**config.mk**
```make
export PLATFORM = sky130hd
export DESIGN_NAME = piso_tx_sched
export DESIGN_NICKNAME = d
export VERILOG_FILES = /design/src/rtl/piso_sched_pkg.sv /design/src/rtl/piso_shreg.sv /design/src/rtl/piso_tx_sched.sv
export SDC_FILE = /design/constraint.sdc
export NUM_CORES = 1
export LEC_CHECK = 0
export ABC_AREA = 1
export CAP_MARGIN = 40
export CORE_ASPECT_RATIO = 1.2
export CORE_UTILIZATION = 35
export CTS_BUF_LIST = sky130_fd_sc_hd__clkbuf_16
export DETAILED_ROUTE_END_ITERATION = 8
export HOLD_SLACK_MARGIN = 0.05
export MAX_ROUTING_LAYER = met4
export SETUP_SLACK_MARGIN = 0.5
export SLEW_MARGIN = 20
export SYNTH_ARGS = -nofsm -noshare
export SYNTH_HDL_FRONTEND = slang
export SYNTH_SLANG_ARGS = --single-unit
```
**constraint.sdc**
```tcl
create_clock -name clk -period 1.1 [get_ports clk]
set_clock_uncertainty 0.1 [all_clocks]
set_input_delay 0.11 -clock clk [delete_from_list [all_inputs] [get_ports clk]]
set_output_delay 0.11 -clock clk [all_outputs]
set_load 0.05 [all_outputs]
```
**src/rtl/piso_sched_pkg.sv**
```systemverilog
// Shared types for the two-requester PISO transmit scheduler.
package piso_sched_pkg;

    typedef enum logic [1:0] {
        IDLE  = 2'd0,
        SHIFT = 2'd1,
        GAP   = 2'd2
    } state_t;

    typedef logic src_t;

    localparam int DEFAULT_WIDTH = 4;

endpackage

```
**src/rtl/piso_shreg.sv**
```systemverilog
// Parallel-in/serial-out shift register; shifts right with zero fill, bit 0 is the serial tap.
module piso_shreg #(
    parameter int WIDTH = 4
) (
    input  logic             clk,
    input  logic             reset_n,
    input  logic             load,
    input  logic             shift,
    input  logic [WIDTH-1:0] par_in,
    output logic             bit0
);

    logic [WIDTH-1:0] sreg_q;

    always_ff @(posedge clk or negedge reset_n) begin
        if (!reset_n) begin
            sreg_q <= '0;
        end else if (load) begin
            sreg_q <= par_in;
        end else if (shift) begin
            sreg_q <= {1'b0, sreg_q[WIDTH-1:1]};
        end
    end

    assign bit0 = sreg_q[0];

endmodule

```
**src/rtl/piso_tx_sched.sv**
```systemverilog
// Round-robin arbiter and frame sequencer driving a shared PISO onto one serial line.
module piso_tx_sched
    import piso_sched_pkg::*;
#(
    parameter int WIDTH      = DEFAULT_WIDTH,
    parameter int GAP_CYCLES = 1
) (
    input  logic             clk,
    input  logic             reset_n,
    input  logic             valid0,
    input  logic [WIDTH-1:0] data0,
    output logic             ready0,
    input  logic             valid1,
    input  logic [WIDTH-1:0] data1,
    output logic             ready1,
    output logic             serial_out,
    output logic             serial_valid,
    output logic             serial_last,
    output logic             serial_src,
    output logic             busy
);

    localparam int CW = $clog2(WIDTH + 1);
    localparam int GW = (GAP_CYCLES > 0) ? $clog2(GAP_CYCLES + 1) : 1;
    localparam logic [CW-1:0] CNT_LAST = CW'(WIDTH - 1);
    localparam logic [GW-1:0] GAP_LAST = GW'((GAP_CYCLES > 0) ? GAP_CYCLES - 1 : 0);

    state_t        state_q, state_d;
    logic [CW-1:0] cnt_q, cnt_d;
    logic [GW-1:0] gap_q, gap_d;
    src_t          ptr_q, ptr_d;
    src_t          cur_src_q, cur_src_d;
    logic          sout_d, svalid_d, slast_d;
    src_t          ssrc_d;
    logic          gnt0, gnt1, load, shift, bit0;
    logic [WIDTH-1:0] par_sel;

    // Pointer only breaks ties; a lone requester is always served.
    assign gnt0 = valid0 & (~valid1 | ~ptr_q);
    assign gnt1 = valid1 & (~valid0 |  ptr_q);

    // Gated by reset_n so no handshake can complete while the block is held in reset.
    assign ready0 = reset_n & (state_q == IDLE) & gnt0;
    assign ready1 = reset_n & (state_q == IDLE) & gnt1;
    assign busy   = (state_q != IDLE);

    assign par_sel = gnt1 ? data1 : data0;

    always_comb begin
        state_d   = state_q;
        cnt_d     = cnt_q;
        gap_d     = gap_q;
        ptr_d     = ptr_q;
        cur_src_d = cur_src_q;
        sout_d    = 1'b0;
        svalid_d  = 1'b0;
        slast_d   = 1'b0;
        ssrc_d    = serial_src;
        load      = 1'b0;
        shift     = 1'b0;
        unique case (state_q)
            IDLE: begin
                if (gnt0 || gnt1) begin
                    load      = 1'b1;
                    cur_src_d = gnt1;
                    ptr_d     = gnt0;
                    cnt_d     = '0;
                    state_d   = SHIFT;
                end
            end
            SHIFT: begin
                shift    = 1'b1;
                sout_d   = bit0;
                svalid_d = 1'b1;
                slast_d  = (cnt_q == CNT_LAST);
                ssrc_d   = cur_src_q;
                cnt_d    = cnt_q + CW'(1);
                if (cnt_q == CNT_LAST) begin
                    gap_d   = '0;
                    state_d = (GAP_CYCLES > 0) ? GAP : IDLE;
                end
            end
            GAP: begin
                gap_d = gap_q + GW'(1);
                if (gap_q == GAP_LAST) begin
                    state_d = IDLE;
                end
            end
            default: state_d = IDLE;
        endcase
    end

    always_ff @(posedge clk or negedge reset_n) begin
        if (!reset_n) begin
            state_q      <= IDLE;
            cnt_q        <= '0;
            gap_q        <= '0;
            ptr_q        <= 1'b0;
            cur_src_q    <= 1'b0;
            serial_out   <= 1'b0;
            serial_valid <= 1'b0;
            serial_last  <= 1'b0;
            serial_src   <= 1'b0;
        end else begin
            state_q      <= state_d;
            cnt_q        <= cnt_d;
            gap_q        <= gap_d;
            ptr_q        <= ptr_d;
            cur_src_q    <= cur_src_d;
            serial_out   <= sout_d;
            serial_valid <= svalid_d;
            serial_last  <= slast_d;
            serial_src   <= ssrc_d;
        end
    end

    piso_shreg #(.WIDTH(WIDTH)) u_shreg (
        .clk     (clk),
        .reset_n (reset_n),
        .load    (load),
        .shift   (shift),
        .par_in  (par_sel),
        .bit0    (bit0)
    );

endmodule

```
== Word level (Yosys, flattened, before mapping) ==
Index checks and enable logic that the tools add are counted.

* Register bits: 16
* Bits of input ports: 12
* Output and inout port bits: 7
* Word-level logic and storage cells: 54

* $add $sub $neg: 2
* Eq/ne operators: 6
* Muxes and demuxes: 16
* Bitwise operators: 10
* Reductions and logical operators: 10

{| class="wikitable"
|+ Operator list
! cell !! count
|-
| two-way mux 4 bit || 3
|-
| nonzero test 2 bit || 4
|-
| two-way mux 1 bit || 6
|-
| two-way mux 2 bit || 3
|-
| case mux 2 bit (3 select lines) || 1
|-
| case mux 3 bit (2 select lines) || 1
|-
| AND reduction 2 bit || 3
|-
| AND 1 bit || 5
|-
| inequality test 2 bit, second input constant || 2
|-
| adder 3 x 1 -> 3 bit, second input constant || 1
|-
| equality test 3 x 2 -> 1 bit, second input constant || 1
|-
| two-way mux 3 bit || 1
|-
| NOT 1 bit || 3
|-
| AND reduction 3 bit || 1
|-
| equality test 2 x 1 -> 1 bit, second input constant || 1
|-
| equality test 2 bit, second input constant || 1
|-
| logical NOT 2 bit || 1
|-
| inequality test 2 x 1 -> 1 bit, second input constant || 1
|-
| bitwise OR 1 bit || 2
|-
| case mux 1 bit (2 select lines) || 1
|-
| adder 1 bit, second input constant || 1
|-
| logical OR 1 bit || 1
|}

== Longest topological paths before layout ==
Gate-level depths: netlist (run 1).

* Depth after elaboration: 7
* Gate-level depth with buffers: 7
* Gate-level depth less buffers: 7

== Cells and area by module ==
Synthesis (run 1) repeated with hierarchy kept, for this count alone.

* Cells, all modules: 98
* Area, all modules: 773.2 um^2

{| class="wikitable"
|+ Modules (own cells, without submodules)
! module !! times used !! cells an instance !! area an instance (um^2) !! seq. area each (um^2)
|-
| piso_tx_sched || 1 || 77 || 599.3 || 300.3
|-
| piso_shreg || 1 || 21 || 173.9 || 100.1
|}

== Worst setup path before layout (run 1) ==
OpenSTA, ideal clock, no wires.

* Path type: register -> output
* From: register state_q[1]
* To: output ready0
* Arrival time: 1.992 ns
* Required time: 0.890 ns
* Path slack: -1.102 ns
* Stages on the path, launching flop included: 4
* Buffers on the path: 0
* Path through: dfrtp_1 > nor2_2 > inv_1 > nor3_1

* Longest elaborated chain between the ends: 3

{| class="wikitable"
|+ RTL lines
! item !! line !! text
|-
| start, declared || piso_tx_sched.sv:28 || <nowiki>state_t state_q, state_d;</nowiki>
|-
| start signal, assigned || piso_tx_sched.sv:105 || <nowiki>state_q <= state_d;</nowiki>
|-
| logical NOT 2 bit || piso_tx_sched.sv:43 || <nowiki>assign ready0 = reset_n & (state_q == IDLE) & gnt0;</nowiki>
|-
| AND 1 bit (2 in series) || piso_tx_sched.sv:43 ||
|-
| end, declared || piso_tx_sched.sv:12 || <nowiki>output logic ready0,</nowiki>
|}

Every way passes these cells.

== Worst setup path in the final report (run 1) ==
* From: register state_q[0]
* To: output ready1

* Longest elaborated chain between the ends: 3

{| class="wikitable"
|+ RTL lines
! item !! line !! text
|-
| logical NOT 2 bit || piso_tx_sched.sv:44 || <nowiki>assign ready1 = reset_n & (state_q == IDLE) & gnt1;</nowiki>
|-
| AND 1 bit (2 in series) || piso_tx_sched.sv:44 ||
|-
| end, declared || piso_tx_sched.sv:15 || <nowiki>output logic ready1,</nowiki>
|}

Every way passes these cells.

==> flow_summary.yaml, run 1 <==
sta:
  setup_slack_ns: -0.315
  finalCriticalPeriod_ns: 1.41
  tightestPinTransition_ns: 0.228
  max_slew_margin_pct: 84.7
  finalMaxSlewViolations: 0
  rsz0062_at_grt: "yes"
  final-setup-viol-count: 18
  fin_crit_sh_pct: 129
  timing.setup.tns_ns: -3.59
  max_freq_ghz: 0.707
  hold_violations: 0
grt:
  grt_overflow_total: 0
  grt_usage_pct: 19.4
  grt_max_degree: 17
  grt_pass1_vias: 805
  grt_pass1_wl_microns: 3320
  antenna_found_initial: 0
power_and_ir_drop:
  finalPower_mw: 4.78
  p_leak_nw: 0.755
  peakVddDrop_v: 0.00217
  p_per_area_mw_per_mm2: 3090
clock_network:
  cts-root-buf: "clkbuf_16"
  clkLatencyLatePin_ns: 0.24
  cts-htree-levels: 1
  clk_pin_slew_ns: 0.05
  cts_tree: "done"
  cts_max_path_buffers: 2
  cts_buffers: 3
  cts.sinks: 16
critical_path:
  cp-start-kind: "flip-flop"
  cp-end-kind: "output pin"
  path_max_fanout: 4
  cp.depth: 4
  arrival_ns: 1.20
  path_delay_family: "flip-flops"
  path_buf_inv: 2
  slowest_stage: "dfrtp_1"
  max_stage_delay_ns: 0.39
  worst_r2r_path_depth: 7
  crit_chain: "nor2_2 > inv_2 > nor3_4 > buf_12"
  crit_type: "reg -> out"
  required_ns: 0.89
floorplan:
  design.die.area_sq_mm: 0.00251
  die_h_microns: 54.7
  core_sq_mm: 0.00212
  die_w_microns: 45.9
  ios: 19
  start_util_pct: 38.3
  rows: 18
route:
  drt-met1-wl_microns: 799
  drt-total-wl_microns: 2040
  dr.pass1.iters: 4
  met3_length_microns: 40
  viasPerCell: 4.72
  drtIter0Drc: 12
  routedWlPerCell_microns: 12.4
  dr_wl_met2_microns: 1170
  detail-route-antenna-nets: 0
  route.top_layer_used: "met4"
  drcViolationCount: 0
  via_count: 774
synthesis:
  synthCells: 91
  synth_seq_cells: 16
  ys_seq_area_share_pct: 49.4
  synth_nets: 105
  synth_area_sq_um: 811
  synth.avg_cell_area_sq_um: 8.91
  yosysUniqueCellTypes: 19
  yosys_warnings: 0
placement:
  place_hpwl_microns: 1270
  portBuffers: 18
  gp_congestion: 0.743
finish:
  num_antenna_cells: 0
  layout-drive-gt1-share_pct: 57.5
  syn_to_final_growth_pct: 90.9
  nets: 149
  layout_common_cells: "nand2_1, buf_4, dfrtp_1"
run_status:
  status: "complete, but fails checks"
  violations: "negative setup slack"
worst_hold_path:
  worstHoldPathType: "in -> async"
job:
  cap_viol_max_count: 0
[power breakdown]
part | internal [mW] | switching (mW)
clock | 0.482 | 0.224
sequential | 0.868 | 0.165
combinational | 1.45 | 1.58
total | 2.80 | 1.97
[cell usage after synthesis]
| library cell | number | area share, % |
|---|---|---|
| nor2_1 | 3 | 1.4 |
| ha_1 | 2 | 3.1 |
| inv_2 | 4 | 1.9 |
| dfrtp_1 | 16 | 49 |
| nand3_1 | 9 | 5.6 |
| inv_1 | 10 | 4.6 |
| nor2_4 | 1 | 1.4 |
| o21ai_2 | 4 | 4.3 |
| o21bai_1 | 1 | 0.93 |
| nor3_1 | 2 | 1.2 |
| o21ai_0 | 1 | 0.62 |
| o21ai_1 | 1 | 0.62 |
| buf_6 | 1 | 1.4 |
| a21oi_1 | 1 | 0.62 |
| nand3_2 | 6 | 7.4 |
| nand2_2 | 2 | 1.5 |
| nor2_2 | 2 | 1.5 |
| nand2_1 | 24 | 11 |
| nand2_4 | 1 | 1.4 |
[logic make-up (layout without fill, tap and decap cells)]
kind of cell	count (synthesis)	after routing	share of synthesized area [%]
compound gates	8	8	7.10
fa+ha+maj	2	2	3.09
buf+inv	15	57	7.87
flops	16	16	49.4
simple gates	50	51	32.6
[stage by stage]
| stage | hold slack [ns] | setup slack [ns] | instance area [sq um] | util, % | cells |
|---|---|---|---|---|---|
| after floorplan | -0.286 | -0.517 | 866 | - | 91 |
| after global placement | 0.361 | -0.280 | 1250 | 58.9 | 152 |
| after detailed placement | 0.365 | -0.279 | 1250 | 58.9 | 152 |
| after CTS | 0.128 | -0.327 | 1470 | 69.2 | 161 |
| after global routing | 0.159 | -0.363 | 1550 | 73.1 | 164 |
| final | 0.118 | -0.315 | 1550 | 73.1 | 164 |
[area by class of cell]
type / count / area, sq um
Clock buffer: 3 / 75.1
Tap cell: 30 / 37.5
Timing Repair Buffer: 39 / 443
Fill cell: 159 / 569
Multi-Input combinational cell: 61 / 499
Inverter: 14 / 83.8
Sequential cell: 16 / 405
Clock inverter: 1 / 3.75
[flip-flops by register name, summed over array words and instances (netlist names)]
signal and count:
serial_src 1, cnt_q 3, ptr_q 1, state_q 2
u_shreg.sreg_q 4, serial_out 1, serial_valid 1, cur_src_q 1
gap_q 1, serial_last 1
[path summary, 6_finish.rpt]
check                      startpoint                end  slack, ns
setup / recovery           state_q[0]             ready1      -0.31
hold / removal                reset_n  u_shreg.sreg_q[0]       0.12
setup reg to reg           state_q[0]          cur_src_q      -0.24
hold reg to reg                 gap_q              gap_q       0.37
max in group asynchronous     reset_n         serial_src       0.58
min in group clk                gap_q              gap_q       0.37
[routing by layer]
layer,up-vias,GRT usage (%)
met1,382,20.7
met5,-,-
met4,0,8.33
met2,10,33.6
li1,378,-
met3,4,4.62
[worst reg2reg max path, cell delays in order, from the launching register on]
cell      delay (ns)
dfrtp_1         0.39
nor2_2          0.16
buf_4           0.13
buf_6           0.08
buf_8           0.12
nand2_8         0.09
clkinv_8        0.09
o21bai_1        0.06
[repair_timing]
item | 4_1_cts | 5_1_grt
hold buffers | 0 | 0
endpoints found under the setup margin | 23 | 23
resized for setup | 24 | 15
pin swaps | 7 | 6
cloned | 1 | 0
buffers inserted | 4 | 3
Power figures use the tool's default switching activity.
==> run 2: changes to the inputs <==
Settings changed: CORE_MARGIN set to 1.5, CORE_UTILIZATION 35 to 30.
==> run 2 against run 1 <==
  * The flow still finishes with violations (negative setup slack)
  * Non-clock buffer count decreased by 3
  * Utilization is 17 points lower
  * Register-to-register slack improved by 0.04 ns
  * Critical path depth unchanged
  * Global-route usage is 4.8 points lower
  * Sequential power hardly changed
  * Clock power barely moved
  * Largest cell class unchanged
  * Final cell count did not move
==> flow_summary.yaml, run 2 (synthesis gave the netlist of run 1 again) <==
run_status:
  status: "complete, but fails checks"
  violations: "negative setup slack"
grt:
  grt_pass1_vias: 736
  grt_usage_pct: 14.6
  antenna_found_initial: 0
  grt_util_met3_pct: 4.50
  grt_use_met1_pct: 15.1
  grt-busiest-layer: "met2"
  grt_overflow_total: 0
  grt_max_degree: 17
  grtUsageMet2_pct: 25.4
  grt_pass1_wl_microns: 3080
critical_path:
  cp-startpoint: "state_q[1]"
  rr_endpoint: "u_shreg.sreg_q[2]"
  arrival_ns: 1.20
  path_max_fanout: 4
  worst_r2r_path_depth: 6
  crit_type: "reg -> out"
  reg2reg_slack_ns: -0.20
  timing.rr.start: "state_q[1]"
  cp-start-kind: "flip-flop"
  required_ns: 0.89
  critPathCapture: "ready0"
  cp-end-kind: "output pin"
sta:
  timing.setup.tns_ns: -2.84
  setup_slack_ns: -0.312
  hold_violations: 0
  final-setup-viol-count: 19
  finalMaxSlewViolations: 0
  fin_crit_sh_pct: 128
  max_freq_ghz: 0.708
  finalCriticalPeriod_ns: 1.41
  holdWs_ns: 0.135
  rsz0062_at_grt: "yes"
  max_slew_margin_pct: 86.3
  tightestPinTransition_ns: 0.205
floorplan:
  die_h_microns: 59.9
  core_sq_mm: 0.00255
  design.die.area_sq_mm: 0.00302
  rows: 20
  start_util_pct: 31.8
  ios: 19
  die_w_microns: 50.5
power_and_ir_drop:
  p_leak_nw: 0.687
  p_per_area_mw_per_mm2: 3020
  finalPower_mw: 4.33
  peakVddDrop_v: 0.00194
placement:
  portBuffers: 18
  post-place-ws_ns: -0.292
  gp_congestion: 0.729
  placed_cells: 153
  placed_area_sq_mm: 0.00124
  place_hpwl_microns: 1310
route:
  routedWlPerCell_microns: 10.9
  drtIter0Drc: 6
  via_count: 731
  drcViolationCount: 0
  detail-route-antenna-nets: 0
  drt-total-wl_microns: 1790
  dr.pass1.iters: 4
  viasPerCell: 4.46
clock_network:
  cts_max_path_buffers: 2
  clkLatencyLatePin_ns: 0.25
  cts_buffers: 3
  cts.sinks: 16
  cts_tree: "done"
  clk_pin_slew_ns: 0.05
  cts-htree-levels: 1
  cts-root-buf: "clkbuf_16"
finish:
  regMostFlops: "u_shreg.sreg_q"
  final_common_cell: "nand2_1"
  syn_to_final_growth_pct: 77.0
  fin_util_pct: 56.2
  layout-drive-gt1-share_pct: 47.3
  largest_reg_flops: 4
  final_area_sq_mm: 0.00144
  layout_common_cells: "nand2_1, dfrtp_1, buf_4"
  num_antenna_cells: 0
  finalNonFillerCells: 164
  reg.largest.list: "u_shreg.sreg_q x4, cnt_q x3, state_q x2"
  nets: 146
worst_hold_path:
  worstHoldPathType: "in -> async"
job:
  cap_viol_max_count: 0
run 2: cell types whose count changed in the layout (fill, tap and decap cells not counted), sizes merged:
cell / delta
nand2: -1
inv: +2
clkinv: -1
buf: -3
run 2: worst min-delay path by stage:
stage                     depth (start not counted)     from           endpoint  slack, ns
after floorplan                                   0  reset_n           cnt_q[0]      -0.29
after global placement                            1    gap_q              gap_q       0.37
after detailed placement                          1    gap_q              gap_q       0.37
after CTS                                         2  reset_n          cur_src_q       0.18
after global routing                              2  reset_n         state_q[1]       0.16
final                                             2  reset_n  u_shreg.sreg_q[0]       0.14
run 2: layer usage:
layer	routed length (microns)	part of all wire [%]
met2	960	54
met4	38	2.1
met5	0	0
met1	723	41
met3	62	3.5
run 2: area by class of cell:
class                           count  area [sq um]
Timing Repair Buffer               36           417
Tap cell                           33          41.3
Clock inverter                      1          3.75
Clock buffer                        3          75.1
Inverter                           14          62.6
Multi-Input combinational cell     60           424
Timing Repair inverter              1          6.26
Sequential cell                    16           405
Fill cell                         239          1120
run 2: repair_timing:
item	in CTS	in global routing
hold buffers	0	0
pin swaps	3	1
gates cloned	1	0
buffers inserted	4	2
resized for setup	12	4
endpoints found under the setup margin	23	27
run 2: where the power goes:
group | internal (mW) | total [mW] | leakage [nW] | switching, mW
Combinational | 1.28 | 2.60 | 0.454 | 1.32
Sequential | 0.868 | 1.03 | 0.194 | 0.163
Clock | 0.482 | 0.705 | 0.0385 | 0.223
Total | 2.63 | 4.33 | 0.687 | 1.70
run 2: worst max-delay path, stage by stage, from the launching register on:
cell and delay [ns]:
dfrtp_1 0.40, nor2_4 0.16, inv_4 0.07, nor3_4 0.16
buf_12 0.16
==> RTL change 1, RTL diff (flow settings as in run 1) <==
Change the package constant `DEFAULT_WIDTH` from 4 to 8.
--- a/src/rtl/piso_sched_pkg.sv
+++ b/src/rtl/piso_sched_pkg.sv
@@ -10,5 +10,5 @@
     typedef logic src_t;
 
-    localparam int DEFAULT_WIDTH = 4;
+    localparam int DEFAULT_WIDTH = 8;
 
 endpackage
Ports: changed (resized data0 and data1); port bits go from 19 to 27. No check against the original RTL was run, so the function may have changed too.
==> RTL change 1 against run 1 <==
  * The flow still finishes with violations (setup timing)
  * Final area up 34%
  * Core utilization down 0.68 points
  * Sequential cell count up 5
  * Total power up 18%
  * Hold slack better by 0.013 ns
  * Via count up 41%
  * Largest power group unchanged
  * Worst setup slack better by 0.0020 ns
  * Non-clock buffer count up 15
  * Clock power up 5.7%
  * Area after synthesis up 34%
  * Wire length up 50%
==> RTL change 1: results (changes against run 1) <==
stage;metric;value;unit;change
run_status;status;complete, but fails checks;;unchanged
run_status;violations;setup timing;;unchanged
final_layout;layout-drive-gt1-share;46.6;%;was 57.5%
final_layout;layout.cells.non_filler;227;;was 164
drt;drt-initial-drc-count;28;;was 12
final_layout;n_all_buffers;54;;was 39
final_layout;top_regs;u_shreg.sreg_q (8), cnt_q (4), state_q (2);;was u_shreg.sreg_q (4), cnt_q (3), state_q (2)
sta;finalSetupViolations;24;;was 18
yosys;ys_top_cells_by_count;nand3_1 (39), nand2_1 (25), dfrtp_1 (21), inv_1 (21), nor2_1 (9);;was nand2_1 (24), dfrtp_1 (16), inv_1 (10)
yosys;yosysUniqueCellTypes;17;;was 19
setup_path;slowest_delay;0.43;ns;was 0.39 ns
yosys;synth_nets;159;;was 105
yosys;syn_area;0.00108;mm2;was 811 um2
yosys;yosys.area_share.adder;1.15;%;was 3.09%
drt;routed_via_density;4.79;;was 4.72
power_and_ir_drop;ir_worst_vdd;2150;uV;was 2170 uV
final_layout;final_net_count;215;;was 149
final_layout;n_antenna_cell;0;;unchanged
final_layout;multiInputCombCellCount;90;;was 61
placed_design;place_congestion;0.734;;was 0.743
final_layout;synthToLayoutAreaGrowth;91.2;%;was 90.9%
placed_design;placed_area;0.00174;mm2;was 0.00125 mm2
setup_path;critPathMaxFanout;3;;was 4
power_and_ir_drop;p_leak;0.980;nW;was 0.755 nW
yosys;synthTopCellsByArea;dfrtp_1 (48%), nand3_1 (18%), nand2_1 (8.7%), inv_1 (7.3%), nor2_1 (3.1%);;was dfrtp_1 (49%), nand2_1 (11%), nand3_2 (7.4%), nand3_1 (5.6%), inv_1 (4.6%)
sta;max_freq;708;MHz;was 707 MHz
placed_design;dp_slack;-0.295;ns;was -0.279 ns
grt;grt_max_degree;22;;was 17
sta;worst_slack;-0.313;ns;was -0.315 ns
placed_design;dp_hpwl;2.01;mm;was 1.27 mm
setup_path;cpMaxStageDelayCell;dfrtp_2;;was dfrtp_1
sta;tightest_slew;0.258;ns;was 0.228 ns
grt;grtUsageTotal;19.6;%;was 19.4%
drt;drt_wl_total;3.06;mm;was 2.04 mm
sta;fin_tns_setup;-5.05;ns;was -3.59 ns
power_and_ir_drop;power_switching;2.30;mW;was 1.97 mW
yosys;ys_seq_area_share;48.4;%;was 49.4%
final_layout;n_sequential_cell;21;;was 16
final_layout;multi_input_area_share;33.8;%;was 32.3%
yosys;postSynthAreaPerCell;7.86;um2;was 8.91 um2
final_layout;clk_share;3.80;%;was 5.09%
grt;grt_pass1_vias;1064;;was 805
yosys;async_reset_ff_share;100;%;unchanged
final_layout;fillers;214;;was 159
final_layout;nonClockInverterCount;24;;was 14
yosys;synth-compound-area-share;4.50;%;was 7.10%
final_layout;area_share_nonclk_buffers;29.6;%;was 28.6%
grt;grt_pass1_wl;4.71;mm;was 3.32 mm
placed_design;numPortBuffers;26;;was 18
final_layout;sh_seq_area;25.7;%;was 26.2%
-- RTL change 1: changes by cell type in the layout (fill, tap and decap cells not counted), moves of 5 or more --
cell / before / now
inv_1: 8 / 21
nand3_1: 6 / 16
clkdlybuf4s50_1: 11 / 19
nand3_2: 9 / 16
nand3_4: 0 / 7
nand2_4: 8 / 2
nand2_1: 15 / 20
nor2_4: 1 / 6
-- RTL change 1: power by group through the flow --
stage | Sequential, mW | Combinational [mW] | Clock, mW
floorplan | 1.60 | 1.35 | 0
detailed placement | 1.43 | 2.72 | 0
global route | 1.44 | 3.73 | 0.794
CTS | 1.41 | 3.19 | 0.768
finish | 1.41 | 3.48 | 0.746
global placement | 1.41 | 2.67 | 0
-- RTL change 1: final timing paths --
check	from	end	slack [ns]	depth (start not counted)
min	reset_n	serial_last$_DFF_PN0_	0.13	2
max	state_q[1]$_DFFE_PN0P_	ready1	-0.31	4
max reg2reg	state_q[1]$_DFFE_PN0P_	u_shreg.sreg_q[1]$_DFFE_PN0P_	-0.25	7
max in group asynchronous	reset_n	serial_out$_DFF_PN0_	0.57	2
min in group clk	u_shreg.sreg_q[7]$_DFFE_PN0P_	u_shreg.sreg_q[7]$_DFFE_PN0P_	0.38	2
min reg2reg	u_shreg.sreg_q[7]$_DFFE_PN0P_	u_shreg.sreg_q[7]$_DFFE_PN0P_	0.38	2
-- RTL change 1: timing repair --
item,in CTS,in global routing
pin swaps,4,4
setup buffers,5,2
endpoints found under the setup margin,34,28
resized for setup,22,19
gates cloned,1,0
-- RTL change 1: layer usage --
layer | vias up | GRT usage (%) | wire length, um
li1 | 554 | - | -
met1 | 502 | 24.8 | 1320
met2 | 27 | 32.3 | 1590
met3 | 5 | 2.19 | 114
met4 | 0 | 5.92 | 42
met5 | - | - | 0
==> RTL change 2, RTL diff (flow settings as in run 1) <==
Made on the original files. Encoding of `state_t`: now one-hot (3 bits for 3 states).
--- a/src/rtl/piso_sched_pkg.sv
+++ b/src/rtl/piso_sched_pkg.sv
@@ -2,8 +2,8 @@
 package piso_sched_pkg;
 
-    typedef enum logic [1:0] {
-        IDLE  = 2'd0,
-        SHIFT = 2'd1,
-        GAP   = 2'd2
+    typedef enum logic [2:0] {
+        IDLE  = 3'b001,
+        SHIFT = 3'b010,
+        GAP   = 3'b100
     } state_t;
 
Function: no difference found for any inputs over 10 cycles, from zero or initial values and one cycle with reset_n low; not proved beyond that.
==> RTL change 2 against run 1 <==
  * The flow still finishes with violations (setup timing)
  * First-iteration DRC count up 25%
  * Area after synthesis up 8.5%
  * Sequential power up 4%
  * Sequential cell count up 1
  * Worst setup slack worse by 0.067 ns
  * Count of clock-buffer cells in the layout unchanged
  * Final area up 0.89%
  * Synthesized cell count up 5.5%
  * Total power down 11%
  * Die area up 8.1%
  * Combinational power down 18%
  * Critical path type unchanged
  * Wire length up 3.1%
==> RTL change 2: results (changes against run 1) <==
stage;metric;value;unit;change
setup_path;slowest_delay;0.56;ns;was 0.39 ns
yosys;ys_seq_area_share;48.5;%;was 49.4%
yosys;ys_top_cells_by_count;nand2_1 (22), dfrtp_1 (16), nand3_1 (13);;was nand2_1 (24), dfrtp_1 (16), inv_1 (10)
sta;finalSetupViolations;19;;was 18
grt;grt_pass1_vias;857;;was 805
run_status;status;complete, but fails checks;;unchanged
yosys;ys_warn_count;0;;unchanged
sta;tightest_slew;0.220;ns;was 0.228 ns
drt;drt-initial-drc-count;15;;was 12
setup_path;r2r-end;u_shreg.sreg_q[0]$_DFFE_PN0P_;;was cur_src_q$_DFFE_PN0P_
sta;worst_slack;-0.382;ns;was -0.315 ns
setup_path;worstPathArrival;1.27;ns;was 1.20 ns
yosys;synthTopCellsByArea;dfrtp_1 (46%), nand2_1 (9.4%), nand3_1 (7.4%), nand3_4 (6.0%), inv_1 (4.3%);;was dfrtp_1 (49%), nand2_1 (11%), nand3_2 (7.4%), nand3_1 (5.6%), inv_1 (4.6%)
setup_path;r2r_start;state_q[0]$_DFFE_PN1P_;;was state_q[0]$_DFFE_PN0P_
drt;dr.pass1.iters;2;;was 4
yosys;yosysUniqueCellTypes;21;;was 19
clock_tree;ctsHtreeMaxLevel;1;;unchanged
hold_path;hold_path.class;in2async;;unchanged
setup_path;critPathMaxFanout;5;;was 4
run_status;violations;setup timing;;unchanged
setup_path;reg2reg_depth;7;;unchanged
placed_design;place_congestion;0.727;;was 0.743
yosys;synth_nets;110;;was 105
final_layout;fillers;198;;was 159
placed_design;dp_hpwl;1.50;mm;was 1.27 mm
drt;vias;793;;was 774
yosys;async_reset_ff_share;100;%;unchanged
final_layout;layout-drive-gt1-share;52.9;%;was 57.5%
clock_tree;clk_latency;0.25;ns;
drt;drt_wl_total;2.10;mm;was 2.04 mm
placed_design;dp_slack;-0.330;ns;was -0.279 ns
setup_path;cpMaxStageDelayCell;dfstp_2;;was dfrtp_1
final_layout;top_regs;u_shreg.sreg_q (4), cnt_q (3), state_q (3);;was u_shreg.sreg_q (4), cnt_q (3), state_q (2)
sta;whs;0.162;ns;was 0.118 ns
grt;grt_pass1_wl;3.61;mm;was 3.32 mm
power_and_ir_drop;ir_worst_vdd;1840;uV;was 2170 uV
grt;grtUsageTotal;19.2;%;was 19.4%
final_layout;final_net_count;151;;was 149
clock_tree;cts_buffers;3;;unchanged
clock_tree;cts_buffer_depth;2;;unchanged
grt;grt_max_degree;18;;was 17
power_and_ir_drop;p_leak;0.765;nW;was 0.755 nW
==> RTL change 2: timing repair <==
action                                  in CTS  in global routing
pin swaps                                    4                  2
endpoints found under the setup margin      25                 25
cloned                                       1                  0
buffers inserted                             2                  0
gates resized for setup                      8                 15
==> RTL change 2: where the power goes <==
| group | leakage (nW) | total (mW) | internal [mW] | switching (mW) |
|---|---|---|---|---|
| combinational | 0.513 | 2.48 | 1.12 | 1.36 |
| clock | 0.0409 | 0.715 | 0.486 | 0.229 |
| sequential | 0.211 | 1.07 | 0.897 | 0.176 |
| total | 0.765 | 4.26 | 2.50 | 1.76 |
==> RTL change 2: worst max path at each step <==
stage | startpoint | endpoint | slack, ns | cells after the start
after detailed placement | valid1 | ready0 | -0.33 | 5
after global routing | state_q[0]$_DFFE_PN1P_ | ready0 | -0.43 | 3
after CTS | state_q[0]$_DFFE_PN1P_ | ready1 | -0.37 | 3
after floorplan | state_q[0]$_DFFE_PN1P_ | ready0 | -0.42 | 2
after global placement | valid1 | ready0 | -0.31 | 5
final | state_q[0]$_DFFE_PN1P_ | ready1 | -0.38 | 3
==> RTL change 2: cells by family (layout without fill, tap and decap cells) <==
| logic type | after synthesis | after routing | synth area share, % |
|---|---|---|---|
| adders and majority gates | 2 | 2 | 2.84 |
| AOI/OAI and AO/OA | 7 | 7 | 4.69 |
| buffers and inverters | 17 | 56 | 8.54 |
| DFF | 17 | 17 | 48.5 |
| and+or+nand+nor | 53 | 54 | 35.4 |
==> RTL change 2: layout make-up <==
class                      count  area share (%)
inverter                      16            5.93
tap                           31            2.48
sequential                    17            27.6
multi-input combinational     63            32.9
clock inverter                 1           0.321
timing repair buffer          36            25.9
clock buffer                   3            4.81
==> RTL change 2: worst max-delay path, delay by kind of cell (launching register included) <==
| family | cells | cell delay, ns |
|---|---|---|
| flip-flops | 1 | 0.56 |
| AND/OR/NAND/NOR | 2 | 0.31 |
| buffers and inverters | 1 | 0.16 |
==> RTL change 2: metal layers <==
layer / wire length (um) / up-vias / track usage, %
met3: 57 / 4 / 3.54
met1: 788 / 370 / 20.2
met5: 0 / - / -
li1: - / 397 / -
met2: 1210 / 22 / 33.2
met4: 43 / 0 / 7.54
==> RTL change 2: per-stage QoR <==
| step | TNS (ns) | power, mW | util [%] | area (um2) | instances |
|---|---|---|---|---|---|
| after CTS | -4.39 | 4.12 | 64.3 | 1500 | 167 |
| after floorplan | -3.53 | 2.36 | - | 972 | 96 |
| final | -3.96 | 4.26 | 67.0 | 1560 | 167 |
| after global placement | -3.37 | 3.15 | 58.8 | 1370 | 160 |
| after detailed placement | -3.86 | 3.20 | 58.8 | 1370 | 160 |
| after global routing | -4.85 | 4.50 | 67.0 | 1560 | 167 |
